==> config.mk <==
export PLATFORM = sky130hd
export DESIGN_NAME = ft_tx_sched
export DESIGN_NICKNAME = d
export VERILOG_FILES = /design/src/rtl/ft_tx_sched.sv
export SDC_FILE = /design/constraint.sdc
export NUM_CORES = 1
export LEC_CHECK = 0
export ABC_CLOCK_PERIOD_IN_PS = 1930
export BUFFER_PORTS_ARGS = -buffer_cell sky130_fd_sc_hd__buf_2
export CAP_MARGIN = 20
export CORE_UTILIZATION = 35
export CTS_CLUSTER_SIZE = 16
export DETAILED_ROUTE_END_ITERATION = 10
export SYNTH_ARGS = -nofsm -noshare
export SYNTH_HDL_FRONTEND = slang
export SYNTH_SLANG_ARGS = --single-unit
==> constraint.sdc <==
create_clock -name ft_clk -period 1.93 [get_ports ft_clk]
set_input_delay 0.0965 -clock ft_clk [delete_from_list [all_inputs] [get_ports ft_clk]]
set_output_delay 0.0965 -clock ft_clk [all_outputs]
set_load 0.005 [all_outputs]
==> src/rtl/ft_tx_sched.sv <==
// ft_tx_sched: two-source burst scheduler for the FT232H synchronous FIFO
// transmit path.
//
// Purpose: arbitrates round-robin between two byte sources and moves one
// granted burst (lenN+1 bytes) into the FT232H TX FIFO. A burst that stalls
// on a full FIFO for STALL_MAX consecutive cycles is aborted. A pending
// receive (rx_pend) holds off new grants but never preempts a running burst.
//
// Ports:
//   ft_clk        in   sole clock, rising edge
//   rst           in   synchronous active-high reset
//   ft_txe_n      in   FT232H TX FIFO full flag (low = space available)
//   rx_pend       in   receive path wants the bus; blocks new grants
//   req0/req1     in   burst request per source
//   len0/len1     in   [11:0] burst length minus one, sampled at grant
//   dat0/dat1     in   [7:0] source byte
//   vld0/vld1     in   source byte valid
//   rdy0/rdy1     out  byte consumed this cycle
//   ft_wr_n       out  FT232H write strobe, active low
//   ft_dout       out  [7:0] byte toward ft_data
//   gnt           out  [1:0] one-hot grant, 00 when idle or finishing
//   done/abort    out  one-cycle end-of-burst pulses
//
// States:
//   IDLE | waiting for a request; grants when rx_pend is low
//   XFER | moving bytes of the granted burst, counting stalls
//   FIN  | one cycle: pulse done or abort, record last-served source

module ft_tx_sched #(
  parameter int STALL_MAX = 1023
) (
  input  logic        ft_clk,
  input  logic        rst,
  input  logic        ft_txe_n,
  input  logic        rx_pend,
  input  logic        req0,
  input  logic        req1,
  input  logic [11:0] len0,
  input  logic [11:0] len1,
  input  logic [7:0]  dat0,
  input  logic [7:0]  dat1,
  input  logic        vld0,
  input  logic        vld1,
  output logic        rdy0,
  output logic        rdy1,
  output logic        ft_wr_n,
  output logic [7:0]  ft_dout,
  output logic [1:0]  gnt,
  output logic        done,
  output logic        abort
);

  localparam int SW = (STALL_MAX < 2) ? 1 : $clog2(STALL_MAX + 1);
  localparam logic [SW-1:0] STALL_LIM = SW'(STALL_MAX);

  typedef enum logic [1:0] {
    IDLE = 2'd0,
    XFER = 2'd1,
    FIN  = 2'd2
  } state_t;

  state_t        state_q, state_d;
  logic [1:0]    gnt_q, gnt_d;
  logic          sel_q, sel_d;     // granted source index
  logic          last_q, last_d;   // last-served source index
  logic          abort_q, abort_d; // burst ended by stall timeout
  logic [11:0]   rem_q, rem_d;
  logic [SW-1:0] stall_q, stall_d;

  logic          src_vld;
  logic          xfer;
  logic          pick;
  logic [SW-1:0] stall_inc;

  assign src_vld   = sel_q ? vld1 : vld0;
  assign stall_inc = stall_q + SW'(1);

  // Strobe and ready are held inactive while reset is asserted, even if the
  // state register still holds XFER from before the reset edge.
  assign xfer = (state_q == XFER) && !ft_txe_n && src_vld && !rst;

  always_ff @(posedge ft_clk) begin
    if (rst) begin
      state_q <= IDLE;
      gnt_q   <= 2'b00;
      sel_q   <= 1'b0;
      last_q  <= 1'b1;
      abort_q <= 1'b0;
      rem_q   <= '0;
      stall_q <= '0;
    end else begin
      state_q <= state_d;
      gnt_q   <= gnt_d;
      sel_q   <= sel_d;
      last_q  <= last_d;
      abort_q <= abort_d;
      rem_q   <= rem_d;
      stall_q <= stall_d;
    end
  end

  always_comb begin
    state_d = state_q;
    gnt_d   = gnt_q;
    sel_d   = sel_q;
    last_d  = last_q;
    abort_d = abort_q;
    rem_d   = rem_q;
    stall_d = stall_q;
    pick    = 1'b0;

    case (state_q)
      IDLE: begin
        if (!rx_pend && (req0 || req1)) begin
          // On contention serve whichever source did not go last.
          pick    = (req0 && req1) ? ~last_q : req1;
          sel_d   = pick;
          gnt_d   = pick ? 2'b10 : 2'b01;
          rem_d   = pick ? len1 : len0;
          stall_d = '0;
          abort_d = 1'b0;
          state_d = XFER;
        end
      end

      XFER: begin
        if (!ft_txe_n) begin
          stall_d = '0;
          if (src_vld) begin
            if (rem_q == 12'd0) begin
              state_d = FIN;
              gnt_d   = 2'b00;
            end else begin
              rem_d = rem_q - 12'd1;
            end
          end
        end else begin
          // Counter stops at the limit because the burst leaves XFER then.
          stall_d = stall_inc;
          if (stall_inc == STALL_LIM) begin
            state_d = FIN;
            gnt_d   = 2'b00;
            abort_d = 1'b1;
          end
        end
      end

      FIN: begin
        last_d  = sel_q;
        state_d = IDLE;
      end

      default: begin
        state_d = IDLE;
        gnt_d   = 2'b00;
      end
    endcase
  end

  assign ft_wr_n = ~xfer;
  assign rdy0    = xfer && !sel_q;
  assign rdy1    = xfer && sel_q;
  assign ft_dout = (gnt_q != 2'b00) ? (sel_q ? dat1 : dat0) : 8'h00;
  assign gnt     = gnt_q;
  assign done    = (state_q == FIN) && !abort_q;
  assign abort   = (state_q == FIN) && abort_q;

endmodule

==> impl_metrics.json <==
{
  "power_density_nw_per_um2": 687,
  "slew_headroom_pct": 67.6,
  "hold_ws_ns": 0.213,
  "async_flop_share_pct": 0,
  "fmax_ghz": 0.537,
  "die_area_um2": 6240,
  "syn_nets": 318,
  "cp_cell_sequence": "nand4_1 > or3_4 > a2111oi_4 > buf_4 > a31o_2 > nor3b_2",
  "setup_tns_ns": 0,
  "cellLeakagePower_nw": 1.07,
  "ys_ff_latch": 29,
  "synth_top_family_by_area": "compound AO/OA/AOI/OAI gates",
  "viasPerCell": 5.44,
  "synthMuxAreaShare_pct": 10.7,
  "grt_use_total_pct": 17.9,
  "cts_made_buffers": 5,
  "wl_mm": 5.48,
  "synth_xor_area_share_pct": 0.844,
  "dpl_cell_area_um2": 2560,
  "cpLargestDelayFamily": "simple AND/OR/NAND/NOR gates",
  "cts_tree": "done",
  "period_needed_ns": 1.86,
  "die_h_um": 79.0,
  "final_core_util_pct": 48.2,
  "worst_pin_slew_ns": 0.484,
  "layout_common_cells": "62 x buf_2, 36 x nor2_1, 31 x a21oi_1",
  "area_delta_synth_final_pct": 30.4,
  "grt_pass1_vias": 1911,
  "synth-edff-count": 0,
  "hold_viol_final": 0,
  "post_drt_wl_per_cell_um": 13.4,
  "synth_cells": 266,
  "antenna_found_initial": 0,
  "path_depth": 6,
  "vias": 2230,
  "finalNonFillerCells": 410,
  "crit_slowest_cell": "dfxtp_1",
  "start_util_pct": 37.0,
  "crit_path_end_kind": "flip-flop",
  "seq_area_um2": 591,
  "routabilityCongestion": 0.906,
  "ctsHoldBuffers": 0,
  "synth_area_um2": 2070,
  "grt_overflow": 0,
  "die_w_um": 79.0,
  "core_um2": 5610,
  "cts_root_buf": "clkbuf_8",
  "whs_path_depth": 2,
  "period_share_pct": 96.5,
  "yosys.area_share.simple_pct": 25.5,
  "cts_sinks": 29,
  "nNetsFinal": 389,
  "multi_input_area_um2": 1400,
  "fill_cells": 578,
  "io_pins": 63,
  "drcViolationCount": 0,
  "drv_cap": 0,
  "ant_nets": 0,
  "ys.flop_type": "dfxtp_1",
  "drv_slew": 0,
  "grtUsageMet1_pct": 25.1,
  "avgSynthCellArea_um2": 7.80,
  "cp.arrival_ns": 2.08,
  "synth_cell_types": 51,
  "cpPeakStageDelay_ns": 0.41,
  "yosys_warnings": 0,
  "cts.path.max_buffers": 2,
  "grt.busiest_layer": "met2",
  "dp_cells": 400,
  "drtIter0Drc": 156,
  "regToRegSetupSlack_ns": 0.07,
  "synth-compound-area-share_pct": 26.8,
  "status": "completed",
  "critical_path.max_fanout": 6,
  "synth-adder-area-share_pct": 2.41,
  "cts-htree-levels": 2,
  "drtPass1Iterations": 5,
  "grt_util_met2_pct": 27.3,
  "hold_class": "input port to flip-flop",
  "yosysSeqAreaShare_pct": 28.0,
  "drive_gt1_share_pct": 34.0,
  "diodes": 0,
  "crit_buf_inv": 1,
  "crit_type": "flip-flop to flip-flop",
  "grt_pass1_wl_mm": 8.83,
  "ir_worst_vdd_mv": 0.262,
  "hpwl_mm": 3.96,
  "place_ws_ns": 0.0395,
  "clk_latency_ns": 0.28,
  "postLayoutCellArea_um2": 2710,
  "fin_ws_ns": 0.0679,
  "rows": 27,
  "met3_usage_pct": 3.45,
  "io_buffers": 62,
  "grt_max_degree": 25,
  "setup_viol": 0,
  "final_common_cell": "buf_2",
  "rr_worst_depth": 6,
  "finalPower_mw": 1.86,
  "startpoint_type": "flip-flop",
  "skew_ns": 0.00752,
  "cts.clk_slew.worst_paths_ns": 0.07,
  "required_ns": 2.15
}
==> routing by layer <==
layer | routed length, um | part of all wire (%)
met5 | 0 | 0
met4 | 63 | 1.2
met3 | 330 | 6.0
met2 | 2360 | 43
met1 | 2730 | 50
==> worst reg2reg max path, delay by kind of cell, from the launching register on <==
family,cells,cell delay [ns]
AO/OA/AOI/OAI,2,0.52
buffers and inverters,1,0.17
flip-flops,1,0.41
AND/OR/NAND/NOR,3,0.70
==> cell families (layout without fill, tap and decap cells) <==
group | after synthesis | in the layout
adder cells (fa/ha/maj) | 4 | 4
AND/OR/NAND/NOR | 99 | 99
flip-flops | 29 | 29
XOR/XNOR | 2 | 2
multiplexers | 22 | 22
AO/OA/AOI/OAI | 83 | 83
buffers and inverters | 27 | 99
==> final cells by class <==
type	count	share of cell area [%]
clock inverter	1	0.185
inverter	9	1.25
sequential	29	21.8
tap	72	3.33
timing repair buffer	82	17.9
multi-input combinational	210	51.9
clock buffer	7	3.56
==> synthesized netlist by cell type (2+ instances only) <==
cell,number,area share (%)
a211o_1,7,3.0
a211oi_1,2,0.72
a21o_1,2,0.72
a21oi_1,31,7.5
a31o_2,3,1.3
a31oi_1,3,0.90
and3_2,2,0.72
buf_2,6,1.4
clkbuf_1,8,1.4
dfxtp_1,29,28
ha_1,4,2.4
inv_1,9,1.6
mux2i_1,21,10
nand2_1,11,2.0
nand2b_1,4,1.2
nand3_1,4,0.97
nand3_2,2,0.97
nand3b_1,3,1.1
nand4_1,6,1.8
nor2_1,36,6.5
nor2b_1,5,1.5
nor3_1,8,1.9
nor4_1,6,1.8
o21ai_0,15,3.6
o21bai_1,4,1.4
o31a_1,2,0.84
o31ai_1,2,0.72
o32ai_1,5,2.1
or4_1,4,1.4
==> worst paths after layout <==
path / from / to
setup / recovery: stall_q[7] / state_q[1]
hold / removal: rst / sel_q
setup reg to reg: stall_q[7] / state_q[1]
hold reg to reg: rem_q[0] / rem_q[0]
==> power by group <==
part	switching (mW)	internal [mW]	total, mW
registers	0.0402	0.643	0.683
clock network	0.243	0.322	0.565
logic	0.334	0.275	0.608
total	0.617	1.24	1.86
==> sequential cells by signal, summed over array words and instances (netlist names) <==
signal	cells
abort_q	1
sel_q	1
state_q	2
rem_q	12
stall_q	10
last_q	1
gnt	2
==> timing repair <==
| action | 4_1_cts | 5_1_grt |
|---|---|---|
| buffers inserted | 0 | 2 |
| gates resized for setup | 0 | 9 |
| setup endpoints to repair | 0 | 4 |
Note: power is estimated with default switching activity, not from simulation.
